File: src/rtl/fetch_stage.sv
// fetch_stage: RISC-V IF stage with PC, single-outstanding imem handshake,
// one-entry holding buffer and IF/ID register. Optional perf counters: FETCH_PERF_EN.
module fetch_stage #(
    parameter logic [31:0] RESET_PC = 32'h0000_0000,
    parameter logic [31:0] NOP_INST = 32'h0000_0013
) (
    input  logic        clk,
    input  logic        rst,
    input  logic        stall,
    input  logic        redirect_valid,
    input  logic [31:0] redirect_pc,
    output logic        imem_req,
    output logic [31:0] imem_addr,
    input  logic        imem_gnt,
    input  logic        imem_rvalid,
    input  logic [31:0] imem_rdata,
    output logic        id_valid,
    output logic [31:0] id_inst,
    output logic [31:0] id_pc,
    output logic [31:0] perf_fetch_cnt,
    output logic [31:0] perf_stall_cnt
);

    typedef enum logic [1:0] {
        S_IDLE,
        S_WAIT,
        S_KILL
    } state_t;

    state_t      r_state;
    state_t      w_state_nxt;

    logic [31:0] r_pc;
    logic [31:0] r_req_pc;

    logic        r_buf_valid;
    logic [31:0] r_buf_inst;
    logic [31:0] r_buf_pc;

    logic        r_id_valid;
    logic [31:0] r_id_inst;
    logic [31:0] r_id_pc;

    logic        w_resp;
    logic        w_req;
    logic        w_fire;

    // A response only belongs to us in WAIT; in KILL or IDLE it is stale.
    assign w_resp = (r_state == S_WAIT) && imem_rvalid;

    // No issue while the buffer is full, so a buffered instruction is never overwritten.
    assign w_req  = !rst && !redirect_valid && !r_buf_valid &&
                    ((r_state == S_IDLE) || (w_resp && !stall));
    assign w_fire = w_req && imem_gnt;

    assign imem_req  = w_req;
    assign imem_addr = r_pc;

    always_comb begin
        // NOTE: default assigned first so every path drives it and no latch is inferred.
        w_state_nxt = r_state;
        case (r_state)
            S_IDLE: begin
                if (w_fire) w_state_nxt = S_WAIT;
            end
            S_WAIT: begin
                if (redirect_valid)   w_state_nxt = imem_rvalid ? S_IDLE : S_KILL;
                else if (imem_rvalid) w_state_nxt = w_fire ? S_WAIT : S_IDLE;
            end
            S_KILL: begin
                if (imem_rvalid) w_state_nxt = S_IDLE;
            end
            default: w_state_nxt = S_IDLE;
        endcase
    end

    always_ff @(posedge clk or posedge rst) begin
        if (rst) r_state <= S_IDLE;
        // NOTE: non-blocking so every flop samples pre-edge values regardless of block order.
        else     r_state <= w_state_nxt;
    end

    always_ff @(posedge clk or posedge rst) begin
        if (rst) begin
            r_pc        <= RESET_PC;
            r_req_pc    <= '0;
            r_buf_valid <= 1'b0;
            r_buf_inst  <= NOP_INST;
            r_buf_pc    <= '0;
            r_id_valid  <= 1'b0;
            r_id_inst   <= NOP_INST;
            r_id_pc     <= '0;
        end else begin
            if (redirect_valid) r_pc <= redirect_pc & 32'hFFFF_FFFC;
            else if (w_fire)    r_pc <= r_pc + 32'd4;

            if (w_fire) r_req_pc <= r_pc;

            // The buffer catches a response that IF/ID cannot take this cycle.
            if (redirect_valid) begin
                r_buf_valid <= 1'b0;
            end else if (w_resp && (stall || r_buf_valid)) begin
                r_buf_valid <= 1'b1;
                r_buf_inst  <= imem_rdata;
                r_buf_pc    <= r_req_pc;
            end else if (!stall) begin
                r_buf_valid <= 1'b0;
            end

            if (redirect_valid) begin
                r_id_valid <= 1'b0;
                r_id_inst  <= NOP_INST;
            end else if (!stall) begin
                if (r_buf_valid) begin
                    r_id_valid <= 1'b1;
                    r_id_inst  <= r_buf_inst;
                    r_id_pc    <= r_buf_pc;
                end else if (w_resp) begin
                    r_id_valid <= 1'b1;
                    r_id_inst  <= imem_rdata;
                    r_id_pc    <= r_req_pc;
                end else begin
                    r_id_valid <= 1'b0;
                    r_id_inst  <= NOP_INST;
                end
            end
        end
    end

    assign id_valid = r_id_valid;
    assign id_inst  = r_id_inst;
    assign id_pc    = r_id_pc;

`ifdef FETCH_PERF_EN
    logic        w_id_load_valid;
    logic [31:0] r_perf_fetch;
    logic [31:0] r_perf_stall;

    assign w_id_load_valid = !stall && !redirect_valid && (r_buf_valid || w_resp);

    always_ff @(posedge clk or posedge rst) begin
        if (rst) begin
            r_perf_fetch <= '0;
            r_perf_stall <= '0;
        end else begin
            if (w_id_load_valid)         r_perf_fetch <= r_perf_fetch + 32'd1;
            if (stall && !redirect_valid) r_perf_stall <= r_perf_stall + 32'd1;
        end
    end

    assign perf_fetch_cnt = r_perf_fetch;
    assign perf_stall_cnt = r_perf_stall;
`else
    assign perf_fetch_cnt = '0;
    assign perf_stall_cnt = '0;
`endif

endmodule

File: config.mk
export PLATFORM = sky130hd
export DESIGN_NAME = fetch_stage
export DESIGN_NICKNAME = d
export VERILOG_FILES = /design/src/rtl/fetch_stage.sv
export SDC_FILE = /design/constraint.sdc
export NUM_CORES = 1
export LEC_CHECK = 0
export CAP_MARGIN = 20
export CORE_MARGIN = 5
export CORE_UTILIZATION = 53
export DETAILED_ROUTE_END_ITERATION = 12
export HOLD_SLACK_MARGIN = 0.08
export PLACE_DENSITY = 0.86
export SYNTH_ARGS = -nofsm -noshare
export SYNTH_HDL_FRONTEND = slang
export SYNTH_SLANG_ARGS = --single-unit
export TNS_END_PERCENT = 50
File: constraint.sdc
create_clock -name clk -period 17.45 [get_ports clk]
set_input_delay 2.6175 -clock clk [delete_from_list [all_inputs] [get_ports clk]]
set_output_delay 2.6175 -clock clk [all_outputs]
set_load 0.02 [all_outputs]
# --- Word-level counts from Yosys, hierarchy flattened ---
# Cells that the tools add are included.
totals:
  ff_bits: 196
  in_bits: 70
  word_cells: 60
classes:
  add_sub_neg: 1
  n_eq_ne: 7
  n_mux: 22
  n_bitwise: 2
  reduce_logical: 19
ops:
  columns: ["cell", "count"]
  rows:
  - ["32-bit two-way mux", 8]
  - ["32-bit by 3-bit adder with 32-bit output, second input constant", 1]
  - ["2-bit two-way mux", 5]
  - ["1-bit two-way mux", 8]
  - ["1-bit logical AND", 7]
  - ["2-bit one-hot mux with 3 select lines", 1]
  - ["3-bit AND reduction", 2]
  - ["1-bit logical NOT", 4]
  - ["2-bit != test, second input constant", 2]
  - ["2-bit nonzero test", 2]
  - ["3-bit by 1-bit != test with 1-bit output, second input constant", 1]
  - ["3-bit != test, second input constant", 1]
  - ["2-bit by 1-bit == test with 1-bit output, second input constant", 1]
  - ["2-bit == test, second input constant", 1]
  - ["2-bit logical NOT", 1]
  - ["1-bit logical OR", 2]
  - ["2-bit by 1-bit != test with 1-bit output, second input constant", 1]
  - ["1-bit NOT", 2]
  - ["2-bit AND reduction", 1]

# --- Logic depth before layout (Yosys ltp) ---
# Gate-level depths: netlist (run 1).
depth:
  ltp_word: 10
  mapped_depth: 7
  depth_no_buf: 6

# --- Worst setup path after synthesis (run 1) ---
# No wires, ideal clock.
synth_path:
  kind: "input to output"
  from: "input port redirect_valid"
  to: "output port imem_req"
  arrival_time_ps: 3645
  required_ps: 14832
  setup_slack_ps: 11188
  stages: 3
  n_path_buf: 1
  path_cell_list: "clkbuf_1 or4_1 a21oi_1"
synth_via:
  elab_chain_cells: 4
synth_lines:
  columns: ["element", "line", "rtl"]
  rows:
  - ["from (decl)", "10", "input logic redirect_valid,"]
  - ["1-bit logical NOT", "52", "assign w_req = !rst && !redirect_valid && !r_buf_valid &&"]
  - ["1-bit logical AND (3 in a row)", "52", null]
  - ["to (decl)", "12", "output logic imem_req,"]
# Every way passes these cells.

# --- Worst setup path in the final report (run 1) ---
# Same ends and word-level chain as after synthesis.

==> impl_metrics.ini, run 1 <==
[outcome]
status = finished, final reports clean

[cells_and_area]
diodes = 0
fin_area_um2 = 10850
synthToLayoutAreaGrowth_pct = 24.34
sequential_cell_area_um2 = 4716
nets = 1049
drive_gt1_share_pct = 12.51
fillerInstances = 1270
most-common-layout-cells = 181 x dfrtp_1, 163 x nand2_1, 159 x clkdlybuf4s50_1, 68 x conb_1, 67 x mux2_2
layout_commonest_cell = dfrtp_1
multi_input_area_um2 = 3592

[timing]
totalNegativeSetupSlack_ps = 0
post-route-period-util_pct = 40.91
setup_viol = 0
clock_skew_ps = 8.083
rsz0062_at_grt = false
hold_viol = 0
slew_headroom_pct = 22.41
report.final.slew_viol_count = 0
tightest_slew_ps = 1153
fmax_mhz = 140.1
post-route-min-period_ps = 7139

[pwr]
leakage_uw = 0.004757
power_uw = 1189
p_per_area_nw_per_um2 = 109.6
vdd_drop_max_v = 0.00007396

[grt]
antenna_found_initial = 1
grt_usage_pct = 21.18
grt_pass1_vias = 6405
grt_pass1_wl_um = 33200
grt_max_degree = 118
gr-total-overflow = 0

[drt]
wl_per_cell_um = 16.76
drtIter0Drc = 374
vias = 6357
drc_errors = 0
drt_wl_total_um = 20300
drt_pass1_iterations = 5
via_per_inst = 5.249
ant_nets = 0

[die]
die_x_um = 138.3
rows = 47
dieArea_um2 = 19130
die_h_um = 138.3
start_util_pct = 53.38
core_um2 = 16350
io_pins = 232

[run]
cap_violations = 0

[worst_setup_path]
arrival_ps = 4520
cp-start-kind = primary input
r2r_slack_ps = 14200
crit_path_top_delay_cell = clkdlybuf4s50_1
critPathCaptureType = output port
crit_type = in -> out
slowest_delay_ps = 650
critPathMaxFanout = 80
path_cells = buf_2 -> buf_4 -> or4_1 -> a21oi_1 -> clkdlybuf4s50_1
cp_data_required_time_ps = 14830

[clock_network]
holdBufCountCts = 0
cts_buffers = 17
cts.clk_slew.worst_paths_ps = 70
cts.repair.resized = 0
cts_tree = yes
cts_root_buf = clkbuf_16
cts_sinks = 188
post_cts_buffers = 0
htreeDepth = 4
cts_buffer_depth = 2
worstSkewPairLatency_ps = 420

[synthesis]
ys_seq_area_share_pct = 53.99
ys_seq_elements = 188
avgSynthCellArea_um2 = 10.40
synth_cell_type_count = 43
synth_ff_type = dfrtp_1
synthCells = 839
synth-edff-count = 0
yosysWarnings = 0
ys_async_sr_fraction_pct = 100.0
syn_area_um2 = 8727

[place]
io_buffers = 161
placed_area_um2 = 10270
place.gp.congestion = 0.8395
hpwl_um = 13730

[min_path]
hp-class = reg -> reg
[metrics by stage]
stage	util [%]	worst slack, ps	instances	hold slack [ps]
floorplan	-	9729	906	462.1
global placement	62.80	10390	1179	458.2
detailed placement	62.80	10370	1179	469.7
CTS	66.38	10360	1211	484.8
global route	66.38	10210	1211	505.9
finish	66.38	10310	1211	479.1
[cell type report]
class / count / area share, %
Tap cell: 220 / 2.537
Inverter: 4 / 0.2075
Clock buffer: 20 / 4.116
Clock inverter: 12 / 1.268
Sequential cell: 188 / 43.46
Timing Repair Buffer: 169 / 15.31
Multi-Input combinational cell: 598 / 33.10
[cells by family after synthesis]
family	share of synthesized area, %
compound gates	9.061
simple gates	13.46
mux	12.89
flops	53.99
other cells	0.04297
xor+xnor	2.208
fa+ha+maj	0.1433
buf+inv	8.201
[worst max-delay path: cells and delay by family]
kind | cells | cell delay (ps)
AND/OR/NAND/NOR | 1 | 600
buffers and inverters | 3 | 1070
AO/OA/AOI/OAI | 1 | 160
[cells in the mapped netlist, types with 4 or more instances]
cell type / n / area [µm²]
dfstp_2: 6 / 157.7
nor2_1: 56 / 210.2
mux2_2: 67 / 754.5
dfrtp_1: 182 / 4554
and3_1: 6 / 37.54
a21oi_1: 26 / 130.1
inv_1: 4 / 15.01
xor2_1: 15 / 131.4
buf_4: 68 / 510.5
mux2i_1: 37 / 370.4
o21ai_0: 62 / 310.3
nor2b_1: 4 / 25.02
xnor2_1: 7 / 61.31
buf_2: 8 / 40.04
nand4_1: 9 / 56.30
nand3_1: 15 / 75.07
a22oi_1: 23 / 172.7
clkbuf_1: 38 / 142.6
and2_1: 5 / 31.28
and4_1: 4 / 35.03
nand2_1: 163 / 611.8
[flip-flops by register name (all words and copies together) (netlist names), 2 cells and up]
register    cells
id_inst        32
r_buf_inst     32
id_pc          30
imem_addr      30
r_buf_pc       30
r_req_pc       30
r_state         2
[power by group]
part	internal (µW)	switching (µW)	leakage (µW)
combinational	113	122	0.00205
sequential	515	54.6	0.00243
clock	217	168	0.000275
[worst paths after layout]
kind | start | endpoint | cells after the start
max in group asynchronous | rst | r_buf_inst[7] | 3
min reg2reg | id_pc[13] | id_pc[13] | 2
max reg2reg | r_buf_valid | imem_addr[18] | 6
max | redirect_valid | imem_req | 5
min | id_pc[13] | id_pc[13] | 2
min in group asynchronous | rst | imem_addr[6] | 2
[per-layer routing]
layer	track usage (%)	wire (µm)	vias up
li1	-	-	2986
met1	28.88	8791	3099
met2	34.35	9956	229
met3	4.144	1167	41
met4	7.072	374	2
met5	0	12	-
(Power assumes the default switching activity.)
==> run 2, diff against run 1 <==
--- a/config.mk
+++ b/config.mk
@@ -7,10 +7,10 @@
 export LEC_CHECK = 0
 export CAP_MARGIN = 20
 export CORE_MARGIN = 5
-export CORE_UTILIZATION = 53
+export CORE_UTILIZATION = 49
 export DETAILED_ROUTE_END_ITERATION = 12
 export HOLD_SLACK_MARGIN = 0.08
-export PLACE_DENSITY = 0.86
+export PLACE_DENSITY = 0.81
 export SYNTH_ARGS = -nofsm -noshare
 export SYNTH_HDL_FRONTEND = slang
 export SYNTH_SLANG_ARGS = --single-unit
==> constraint.sdc (replaced) <==
create_clock -name clk -period 6.7 [get_ports clk]
set_input_delay 1.005 -clock clk [delete_from_list [all_inputs] [get_ports clk]]
set_output_delay 1.005 -clock clk [all_outputs]
set_load 0.02 [all_outputs]
==> run 2 against run 1 <==
  * Combinational power rose to 2.6 times the previous value
  * Cell area up 0.26%
  * Register-to-register slack worse by 11000 ps
  * Die area up 7.6%
==> impl_metrics.ini, run 2 (synthesis gave the netlist of run 1 again) <==
[clock_network]
cts_buffers = 17
htreeDepth = 4
cts.repair.resized = 0
holdBufCountCts = 0
worstSkewPairLatency_ps = 420
post_cts_buffers = 0
cts_sinks = 188
cts_tree = yes
cts_root_buf = clkbuf_16
cts_buffer_depth = 2
cts.clk_slew.worst_paths_ps = 70

[place]
placed_area_um2 = 10270
hpwl_um = 13590
io_buffers = 161
place_inst = 1184
place.gp.congestion = 0.8454

[die]
io_pins = 232
start_util_pct = 50.28
die_h_um = 143.5
rows = 48
die_x_um = 143.5
core_um2 = 17360
dieArea_um2 = 20580

[drt]
drt_pass1_iterations = 5
wl_met3_um = 1327
drt_wl_total_um = 20120
ant_nets = 0
drc_errors = 0
wl_per_cell_um = 16.53
drt-met1-wl_um = 8709
wl_met2_um = 9796
vias = 6264
via_per_inst = 5.147
drtIter0Drc = 341
dr.max_layer_used = met4

[cells_and_area]
nets = 1050
most-common-layout-cells = 181 x dfrtp_1, 163 x nand2_1, 159 x clkdlybuf4s50_1, 68 x conb_1, 67 x mux2_2
fillerInstances = 1418
diodes = 0
multi_input_area_um2 = 3592
sequential_cell_area_um2 = 4716
fin_cells = 1217
fin_area_um2 = 10880
post-route-util_pct = 62.69
drive_gt1_share_pct = 12.80
synthToLayoutAreaGrowth_pct = 24.67
layout_commonest_cell = dfrtp_1

[worst_setup_path]
crit_type = in -> out
critPathCaptureType = output port
critPathCapture = imem_req
slowest_delay_ps = 640
cp-start-kind = primary input
cp-startpoint = redirect_valid
critPathMaxFanout = 80
crit_path_top_delay_cell = clkdlybuf4s50_1
crit-reg2reg-capture = imem_addr[21]
worstRegToRegCells = 6
arrival_ps = 2830
path_cells = buf_2 -> buf_4 -> or4_1 -> a21oi_1 -> clkdlybuf4s50_1
rr_startpoint = r_buf_valid
cp_data_required_time_ps = 5690
r2r_slack_ps = 3620

[timing]
hold_viol = 0
fmax_mhz = 260.7
clock_skew_ps = 6.494
totalNegativeSetupSlack_ps = 0
post-route-period-util_pct = 57.25
report.final.slew_viol_count = 0
tightest_slew_ps = 1074
setup_viol = 0
rsz0062_at_grt = false
post-route-min-period_ps = 3836
slew_headroom_pct = 28.40

[outcome]
status = finished, final reports clean

[pwr]
p_per_area_nw_per_um2 = 286.7
leakage_uw = 0.004782
sw_frac_of_total_pct = 29.49
vdd_drop_max_v = 0.0002112
p_int_uw = 2200
p_comb_share_pct = 19.5
clkPwrFrac_pct = 33.0
p_switching_uw = 919.9
seqPwrFrac_pct = 47.4

[grt]
gr-total-overflow = 0
grt_max_degree = 129
grt_usage_pct = 19.85
grt_pass1_vias = 6299
antenna_found_initial = 0
grt_pass1_wl_um = 32490

[min_path]
hp-class = reg -> reg

[run]
cap_violations = 0
## run 2: worst min path at each step
stage                 startpoint      endpoint  slack (ps)  cells after the start
floorplan           r_req_pc[10]  r_req_pc[10]         460                      2
global placement      id_inst[8]    id_inst[8]         460                      2
detailed placement      id_valid      id_valid         460                      2
CTS                     id_valid      id_valid         480                      2
global route            id_pc[4]      id_pc[4]         500                      2
finish                 id_pc[12]     id_pc[12]         480                      2
## run 2: per-stage QoR
stage	total power, µW	setup slack (ps)	hold slack [ps]
after CTS	3149	2844	481.5
final	3120	2864	477.0
after global placement	2090	2859	459.6
after floorplan	1861	591.1	462.1
after detailed placement	2118	2861	463.5
after global routing	3269	2775	496.4
## run 2: layer usage
metal	vias up	track usage [%]
met5	-	0
met4	0	6.145
met3	21	4.692
met2	190	31.21
met1	3051	27.57
li1	3002	-
## run 2: power by group through the flow
stage	clock network, µW	logic (µW)	registers [µW]
floorplan	0	315	1550
global placement	0	602	1490
detailed placement	0	616	1500
CTS	1050	618	1480
global route	1090	670	1510
finish	1030	609	1480
## run 2: critical path, delay by kind of cell
| family | cells | cell delay (ps) |
|---|---|---|
| buffers and inverters | 3 | 1080 |
| AOI/OAI and AO/OA | 1 | 130 |
| and+or+nand+nor | 1 | 590 |
## run 2: area by class of cell
cell class                 instances  area share [%]
sequential                       188           43.34
multi-input combinational        598           33.02
timing repair buffer             170           15.32
clock buffer                      17           3.910
tap                              225           2.587
clock inverter                    15           1.621
inverter                           4          0.2070
==> run 3, diff against run 2 <==
==> constraint.sdc (replaced) <==
create_clock -name clk -period 3.7 [get_ports clk]
set_input_delay 0.555 -clock clk [delete_from_list [all_inputs] [get_ports clk]]
set_output_delay 0.555 -clock clk [all_outputs]
set_load 0.02 [all_outputs]
==> run 3 against run 2 <==
  * Worst setup slack got worse by 2000 ps
  * Cell count increased by 0.41%
  * Sequential power is 82% higher
  * Die area is the same
  * Sequential share of layout area down 0.11 points
  * First-iteration DRC count grew 26%
==> impl_metrics.ini, run 3 (synthesis gave the netlist of run 1 again) <==
[grt]
gr-total-overflow = 0
grt_pass1_vias = 6146
grt_pass1_wl_um = 32270
grt_usage_pct = 19.85
grt_max_degree = 66
antenna_found_initial = 0

[cells_and_area]
most-common-layout-cells = 181 x dfrtp_1, 163 x nand2_1, 159 x clkdlybuf4s50_1, 68 x conb_1, 67 x mux2_2
diodes = 0
drive_gt1_share_pct = 13.24
fillerInstances = 1413
multi_input_area_um2 = 3592
synthToLayoutAreaGrowth_pct = 25.00
post-route-util_pct = 62.85
nets = 1055
sequential_cell_area_um2 = 4716
layout_commonest_cell = dfrtp_1

[timing]
clock_skew_ps = 12.65
totalNegativeSetupSlack_ps = 0
hold_viol = 0
post-route-min-period_ps = 2839
report.final.slew_viol_count = 0
fmax_mhz = 352.2
setup_viol = 0
slew_headroom_pct = 30.55
tightest_slew_ps = 1032
post-route-period-util_pct = 76.74
rsz0062_at_grt = false

[pwr]
leakage_uw = 0.004783
vdd_drop_max_v = 0.0003393
p_per_area_nw_per_um2 = 508.3
power_uw = 5545

[place]
io_buffers = 161
place.gp.congestion = 0.8380
hpwl_um = 14030

[die]
core_um2 = 17360
die_h_um = 143.5
io_pins = 232
die_x_um = 143.5
start_util_pct = 50.28
rows = 48
dieArea_um2 = 20580

[worst_setup_path]
crit_path_top_delay_cell = clkdlybuf4s50_1
arrival_ps = 2280
path_delay_family = buffers and inverters
path_common_cell = clkdlybuf4s50_1
cp_data_required_time_ps = 3140
r2r_slack_ps = 1090
critPathCaptureType = output port
crit-reg2reg-capture = r_buf_inst[20]
critPathMaxFanout = 3
rr_startpoint = r_buf_valid
worst-path-buf-inv = 2
cp-start-kind = primary input
slowest_delay_ps = 640
worstRegToRegCells = 5
crit_type = in -> out
path_cells = clkdlybuf4s50_1 -> or4_1 -> a21oi_1 -> clkdlybuf4s50_1

[min_path]
hp-class = reg -> reg
min-delay-start = id_pc[8]
whs_endpoint = id_pc[8]
holdPathStages = 2

[drt]
wl_per_cell_um = 16.54
ant_nets = 0
drt_pass1_iterations = 4
via_per_inst = 5.147
drc_errors = 0
vias = 6290
drtIter0Drc = 430
drt_wl_total_um = 20210

[clock_network]
cts_buffers = 17
worstSkewPairLatency_ps = 430
htreeDepth = 4
cts_tree = yes
post_cts_buffers = 0
cts.clk_slew.worst_paths_ps = 70
cts_root_buf = clkbuf_16
cts.repair.resized = 0
cts_buffer_depth = 2
holdBufCountCts = 0
cts_sinks = 188

[outcome]
status = finished, final reports clean

[run]
cap_violations = 0
==> run 3: area by class of cell <==
cell class	instances	share of cell area [%]
Timing Repair Buffer	175	15.99
Clock buffer	17	3.900
Inverter	4	0.1720
Clock inverter	15	1.204
Tap cell	225	2.581
Sequential cell	188	43.23
Multi-Input combinational cell	598	32.93
==> run 3: metal layers <==
metal / global-route usage, % / vias to the layer above / share of wire, %
li1: - / 3008 / -
met1: 27.91 / 3085 / 44
met2: 30.81 / 183 / 48
met3: 4.626 / 14 / 6.3
met4: 6.194 / 0 / 1.1
met5: 0 / - / 0
==> run 3: worst max-delay path by stage <==
stage | startpoint | to | slack, ps | cells past startpoint
after floorplan | rst | id_inst[10] | 730 | 1
after global placement | rst | imem_addr[31] | 760 | 6
after detailed placement | rst | imem_addr[30] | 680 | 6
after CTS | rst | imem_req | 850 | 4
after global routing | rst | imem_req | 760 | 4
final | rst | imem_req | 860 | 4
==> run 3: through the flow <==
stage	hold slack, ps	worst slack [ps]	instance area, µm²	std cells
finish	480.3	860.5	10910	1222
global route	502.0	758.2	10910	1222
CTS	485.3	852.0	10910	1222
detailed placement	469.2	683.1	10350	1190
global placement	460.6	755.3	10350	1190
floorplan	462.1	729.4	8982	906
==> run 3: report_power, final <==
group | total, µW | switching [µW] | leakage (µW) | internal, µW
clock network | 1740 | 854 | 0.000266 | 887
logic | 1110 | 575 | 0.00208 | 539
registers | 2690 | 262 | 0.00243 | 2430
total | 5540 | 1690 | 0.00478 | 3850
==> run 3: tightest hold or removal path, cell delays in order (launching register included) <==
cell,delay [ps]
dfrtp_1,340
nand2_1,40
o21ai_0,60
